===== config.mk =====
export PLATFORM = sky130hd
export DESIGN_NAME = ret_stack_sequencer
export DESIGN_NICKNAME = d
export VERILOG_FILES = /design/src/rtl/ret_stack_sequencer.sv
export SDC_FILE = /design/constraint.sdc
export NUM_CORES = 1
export LEC_CHECK = 0
export CAP_MARGIN = 20
export CORE_ASPECT_RATIO = 1.5
export CORE_MARGIN = 2
export CORE_UTILIZATION = 47
export DETAILED_ROUTE_END_ITERATION = 6
export PLACE_DENSITY_LB_ADDON = 0.3
export REMOVE_ABC_BUFFERS = 1
export SLEW_MARGIN = 0
export SYNTH_ARGS = -nofsm -noshare
export SYNTH_HDL_FRONTEND = slang
export SYNTH_SLANG_ARGS = --single-unit

===== constraint.sdc =====
create_clock -name Slow_Clock -period 3.5 [get_ports Slow_Clock]
set_input_delay 0.525 -clock Slow_Clock [delete_from_list [all_inputs] [get_ports Slow_Clock]]
set_output_delay 0.525 -clock Slow_Clock [all_outputs]
set_load 0.005 [all_outputs]

===== src/rtl/ret_stack_sequencer.sv =====
// Return-address stack sequencer: turns decoded call/return requests into
// single-cycle push/pop strobes and a PC load, trapping overflow/underflow.
module ret_stack_sequencer #(
  parameter int DEPTH   = 64,
  parameter int ADDR_W  = 13,
  parameter int DEPTH_W = 7
) (
  input  logic               Slow_Clock,
  input  logic               Reset,
  input  logic               Call_Req,
  input  logic               Ret_Req,
  input  logic [ADDR_W-1:0]  Cur_PC,
  input  logic [ADDR_W-1:0]  Call_Target,
  input  logic [ADDR_W-1:0]  Ret_Add,
  input  logic               Stack_Err,
  output logic               Stack_Enable,
  output logic               Stack_Write,
  output logic [ADDR_W-1:0]  NPPC,
  output logic [ADDR_W-1:0]  Next_PC,
  output logic               PC_Load,
  output logic               Busy,
  output logic               Trap,
  output logic [1:0]         Trap_Code,
  output logic [DEPTH_W-1:0] Depth
);

  typedef enum logic [2:0] {
    S_IDLE = 3'd0,
    S_PUSH = 3'd1,
    S_POP  = 3'd2,
    S_LOAD = 3'd3,
    S_TRAP = 3'd4
  } state_t;

  localparam logic [DEPTH_W-1:0] DEPTH_FULL = DEPTH_W'(DEPTH);

  state_t              state_q, state_d;
  logic [DEPTH_W-1:0]  depth_q, depth_d;
  logic [ADDR_W-1:0]   nppc_q, nppc_d;
  logic [ADDR_W-1:0]   target_q, target_d;
  logic [ADDR_W-1:0]   next_pc_q, next_pc_d;
  logic [1:0]          trap_code_q, trap_code_d;
  logic                stack_en_q, stack_en_d;
  logic                stack_wr_q, stack_wr_d;
  logic                pc_load_q, pc_load_d;
  logic                busy_q, busy_d;
  logic                trap_q, trap_d;

  // State and datapath registers
  always_ff @(posedge Slow_Clock or negedge Reset) begin
    if (!Reset) begin
      state_q     <= S_IDLE;
      depth_q     <= '0;
      nppc_q      <= '0;
      target_q    <= '0;
      next_pc_q   <= '0;
      trap_code_q <= 2'd0;
    end else begin
      state_q     <= state_d;
      depth_q     <= depth_d;
      nppc_q      <= nppc_d;
      target_q    <= target_d;
      next_pc_q   <= next_pc_d;
      trap_code_q <= trap_code_d;
    end
  end

  // Next-state and datapath update; request checks are prioritised in IDLE
  always_comb begin
    state_d     = state_q;
    depth_d     = depth_q;
    nppc_d      = nppc_q;
    target_d    = target_q;
    next_pc_d   = next_pc_q;
    trap_code_d = trap_code_q;
    case (state_q)
      S_IDLE: begin
        if (Call_Req && Ret_Req) begin
          state_d     = S_TRAP;
          trap_code_d = 2'd3;
        end else if (Call_Req) begin
          if (depth_q == DEPTH_FULL) begin
            state_d     = S_TRAP;
            trap_code_d = 2'd1;
          end else begin
            nppc_d   = Cur_PC + ADDR_W'(1);
            target_d = Call_Target;
            state_d  = S_PUSH;
          end
        end else if (Ret_Req) begin
          if (depth_q == DEPTH_W'(0)) begin
            state_d     = S_TRAP;
            trap_code_d = 2'd2;
          end else begin
            state_d = S_POP;
          end
        end else begin
          state_d = S_IDLE;
        end
      end
      S_PUSH: begin
        if (Stack_Err) begin
          state_d     = S_TRAP;
          trap_code_d = 2'd1;
        end else begin
          depth_d   = depth_q + DEPTH_W'(1);
          next_pc_d = target_q;
          state_d   = S_LOAD;
        end
      end
      S_POP: begin
        if (Stack_Err) begin
          state_d     = S_TRAP;
          trap_code_d = 2'd2;
        end else begin
          depth_d   = depth_q - DEPTH_W'(1);
          next_pc_d = Ret_Add;
          state_d   = S_LOAD;
        end
      end
      S_LOAD:  state_d = S_IDLE;
      S_TRAP:  state_d = S_TRAP;
      default: state_d = S_IDLE;
    endcase
  end

  // Control outputs decoded from the next state so they register in step with it
  always_comb begin
    stack_en_d = 1'b0;
    stack_wr_d = 1'b0;
    pc_load_d  = 1'b0;
    busy_d     = 1'b1;
    trap_d     = 1'b0;
    case (state_d)
      S_IDLE: busy_d = 1'b0;
      S_PUSH: begin
        stack_en_d = 1'b1;
        stack_wr_d = 1'b1;
      end
      S_POP:   stack_en_d = 1'b1;
      S_LOAD:  pc_load_d  = 1'b1;
      S_TRAP:  trap_d     = 1'b1;
      default: busy_d     = 1'b1;
    endcase
  end

  // Control output registers; async reset drops the stack strobe immediately
  always_ff @(posedge Slow_Clock or negedge Reset) begin
    if (!Reset) begin
      stack_en_q <= 1'b0;
      stack_wr_q <= 1'b0;
      pc_load_q  <= 1'b0;
      busy_q     <= 1'b0;
      trap_q     <= 1'b0;
    end else begin
      stack_en_q <= stack_en_d;
      stack_wr_q <= stack_wr_d;
      pc_load_q  <= pc_load_d;
      busy_q     <= busy_d;
      trap_q     <= trap_d;
    end
  end

  assign Stack_Enable = stack_en_q;
  assign Stack_Write  = stack_wr_q;
  assign NPPC         = nppc_q;
  assign Next_PC      = next_pc_q;
  assign PC_Load      = pc_load_q;
  assign Busy         = busy_q;
  assign Trap         = trap_q;
  assign Trap_Code    = trap_code_q;
  assign Depth        = depth_q;

endmodule

==> results.sh <==
export IMPL_drive_gt1_share_pct=7.35
export IMPL_firstDrtPassIters=4
export IMPL_root_buffer="clkbuf_8"
export IMPL_cts_setup_buffers=0
export IMPL_cp_cell_sequence="nor3b_4 -> buf_4 -> inv_1 -> fa_1 -> nand2b_1 -> a21oi_1 -> o21ai_0 -> a211oi_1 -> xnor2_1"
export IMPL_rrSetupSlack_ps=950
export IMPL_cellPowerDensity_nw_per_um2=755
export IMPL_criticalPathCategory="reg -> reg"
export IMPL_ant_nets=0
export IMPL_r2r_start="state_q[1]"
export IMPL_die_area_sq_um=6440
export IMPL_drc=0
export IMPL_synth_top_area_cell="dfrtp_1"
export IMPL_dp_cells=404
export IMPL_cp_arrival_ps=2790
export IMPL_pin_count=84
export IMPL_end_kind="flop"
export IMPL_synth_seq_area_share_pct=51.4
export IMPL_wire_per_inst_um=13.9
export IMPL_gp_congestion=0.739
export IMPL_rsz0062_at_grt="no"
export IMPL_placementRows=34
export IMPL_clk_latency_ps=310
export IMPL_core_area_sq_um=5700
export IMPL_synth_avg_cell_area_sq_um=10.7
export IMPL_area_growth_pct=36.1
export IMPL_viasPerCell=5.24
export IMPL_wirelength_um=5720
export IMPL_crit_fanout=12
export IMPL_routed_via_count=2158
export IMPL_antenna_found_initial=0
export IMPL_fin_crit_ps=2550
export IMPL_antenna_cells=0
export IMPL_die_w_um=66.2
export IMPL_numCtsBuffers=5
export IMPL_hp_class="in -> async"
export IMPL_grt_total_usage_pct=19.5
export IMPL_ys_ff_latch=56
export IMPL_cts_resized_gates=0
export IMPL_cts_buffer_depth=2
export IMPL_status="completed"
export IMPL_nNetsFinal=390
export IMPL_syn_inst=255
export IMPL_cts_hold_buf=0
export IMPL_htreeDepth=2
export IMPL_cts_tree="yes"
export IMPL_peakVddDrop_mv=0.410
export IMPL_synth_area_leaders="dfrtp_1, mux2i_1, mux2_1"
export IMPL_hpwl_um=4400
export IMPL_drt_first_iter_violations=157
export IMPL_grt_pass1_wl_um=9830
export IMPL_start_kind="flop"
export IMPL_finalSetupTns_ps=0
export IMPL_max_freq_mhz=392
export IMPL_clkSinkCount=56
export IMPL_drv_slew=0
export IMPL_cap_viol_max_count=0
export IMPL_initial_utilization_pct=47.8
export IMPL_die_h_um=97.3
export IMPL_grt_max_degree=39
export IMPL_synth_top_area_share_pct=51.4
export IMPL_io_buffer_count=83
export IMPL_worstMarginPinSlew_ps=814
export IMPL_netlist_area_sq_um=2730
export IMPL_grt_overflow=0
export IMPL_r2r_end="Depth[6]"
export IMPL_rr_worst_depth=9
export IMPL_slew_headroom_pct=45.7
export IMPL_synth_cell_types=41
export IMPL_ys_warn_count=0
export IMPL_cp_required_ps=3740
export IMPL_min_period_over_period_pct=72.9
export IMPL_setup_viol=0
export IMPL_leakage_nw=1.55
export IMPL_slowest_stage="dfrtp_1"
export IMPL_grt_pass1_vias=2184
export IMPL_clk_pin_slew_ps=100
export IMPL_fin_skew_ps=9.31
export IMPL_whs_ps=292
export IMPL_hold_viol=0
export IMPL_layout_cells_non_filler=412
export IMPL_slowest_delay_ps=590
-- cells in the mapped netlist, drive strengths merged --
master and n:
o31ai 1, a211oi 4, dfrtp 56, nor3 1, nand2 22, or3 1, clkbuf 4, ha 6
nor2 21, nand2b 3, nand4 4, o21bai 1, or2 1, nor3b 1, inv 10, nor2b 1
a21oi 19, o31a 1, and2 1, a21o 1, and3 3, a41o 1, mux2i 15, buf 7
mux2 15, xnor2 4, o21ai 25, o211a 1, a311oi 1, fa 1, o21a 1, nand3 7
a32o 2, nor4 1, xor2 12
-- layout make-up --
class / instances / area [sq um]
Clock buffer: 6 / 72.6
Clock inverter: 2 / 16.3
Fill cell: 490 / 1990
Inverter: 10 / 37.5
Multi-Input combinational cell: 178 / 1230
Sequential cell: 56 / 1400
Tap cell: 72 / 90.1
Timing Repair Buffer: 88 / 863
-- power breakdown --
group          switching (mW)  internal [mW]
Combinational           0.537          0.750
Clock                   0.205          0.143
Sequential              0.227          0.943
-- per-layer routing --
metal  track usage, %  share of wire, %  vias up
met5                0                 0        -
met4             5.81               1.7        0
met3             4.40               5.7        9
met2             33.9                53       66
met1             23.5                39     1026
li1                 -                 -     1057
-- logic make-up after synthesis --
logic type,after synthesis,share of synthesized area (%)
muxes,30,11.7
xor gates and xnor gates,16,5.14
DFF,56,51.4
buffers and inverters,21,3.67
AOI/OAI and AO/OA,58,12.8
adders and majority gates,7,3.49
and+or+nand+nor,67,11.9
-- worst max-delay path by stage --
stage                               to  cells past startpoint  slack (ps)  startpoint
final                         Depth[6]                      9         950  state_q[1]
after global routing          Depth[6]                      9         760  state_q[1]
after CTS                     Depth[6]                      9         930  state_q[1]
after detailed placement      NPPC[10]                      7         860    Call_Req
after global placement    Trap_Code[0]                      6         960    Call_Req
after floorplan               Depth[6]                      8         410  state_q[1]
-- worst max-delay path: cells and delay by family (launching register included) --
| kind | cells | cell delay [ps] |
|---|---|---|
| AOI/OAI and AO/OA | 3 | 580 |
| buffers and inverters | 2 | 310 |
| xor gates and xnor gates | 1 | 150 |
| adders and majority gates | 1 | 390 |
| and+or+nand+nor | 2 | 460 |
| DFF | 1 | 590 |
-- cells in the final DEF (no fill, tap or decap), types with 2 or more instances in the layout --
cell type / count
inv_1: 9
mux2_2: 5
clkdlybuf4s50_1: 82
nor2_1: 20
nand2b_1: 3
clkbuf_8: 5
xor2_1: 12
xnor2_1: 4
o21ai_0: 12
mux2_1: 10
a21oi_1: 18
nand4_1: 4
buf_4: 5
o21ai_1: 13
dfrtp_1: 56
mux2i_1: 15
nand3_1: 7
ha_1: 6
a32o_1: 2
nand2_1: 22
and3_1: 3
a211oi_1: 4
-- stage by stage --
stage               utilization [%]  worst slack, ps  power (mW)  area [sq um]
finish                         65.1              948        2.80          3710
CTS                            65.1              925        2.85          3710
global placement               63.6              964        2.43          3620
floorplan                         -              409        1.82          2670
global route                   65.1              762        3.04          3710
detailed placement             63.6              856        2.49          3620
-- registers in the layout, summed over array words and instances (netlist names) --
signal	cells
NPPC	13
Trap	1
Busy	1
Trap_Code	2
target_q	13
Stack_Enable	1
Next_PC	13
Stack_Write	1
state_q	3
Depth	7
PC_Load	1
Power figures use the tool's default switching activity.
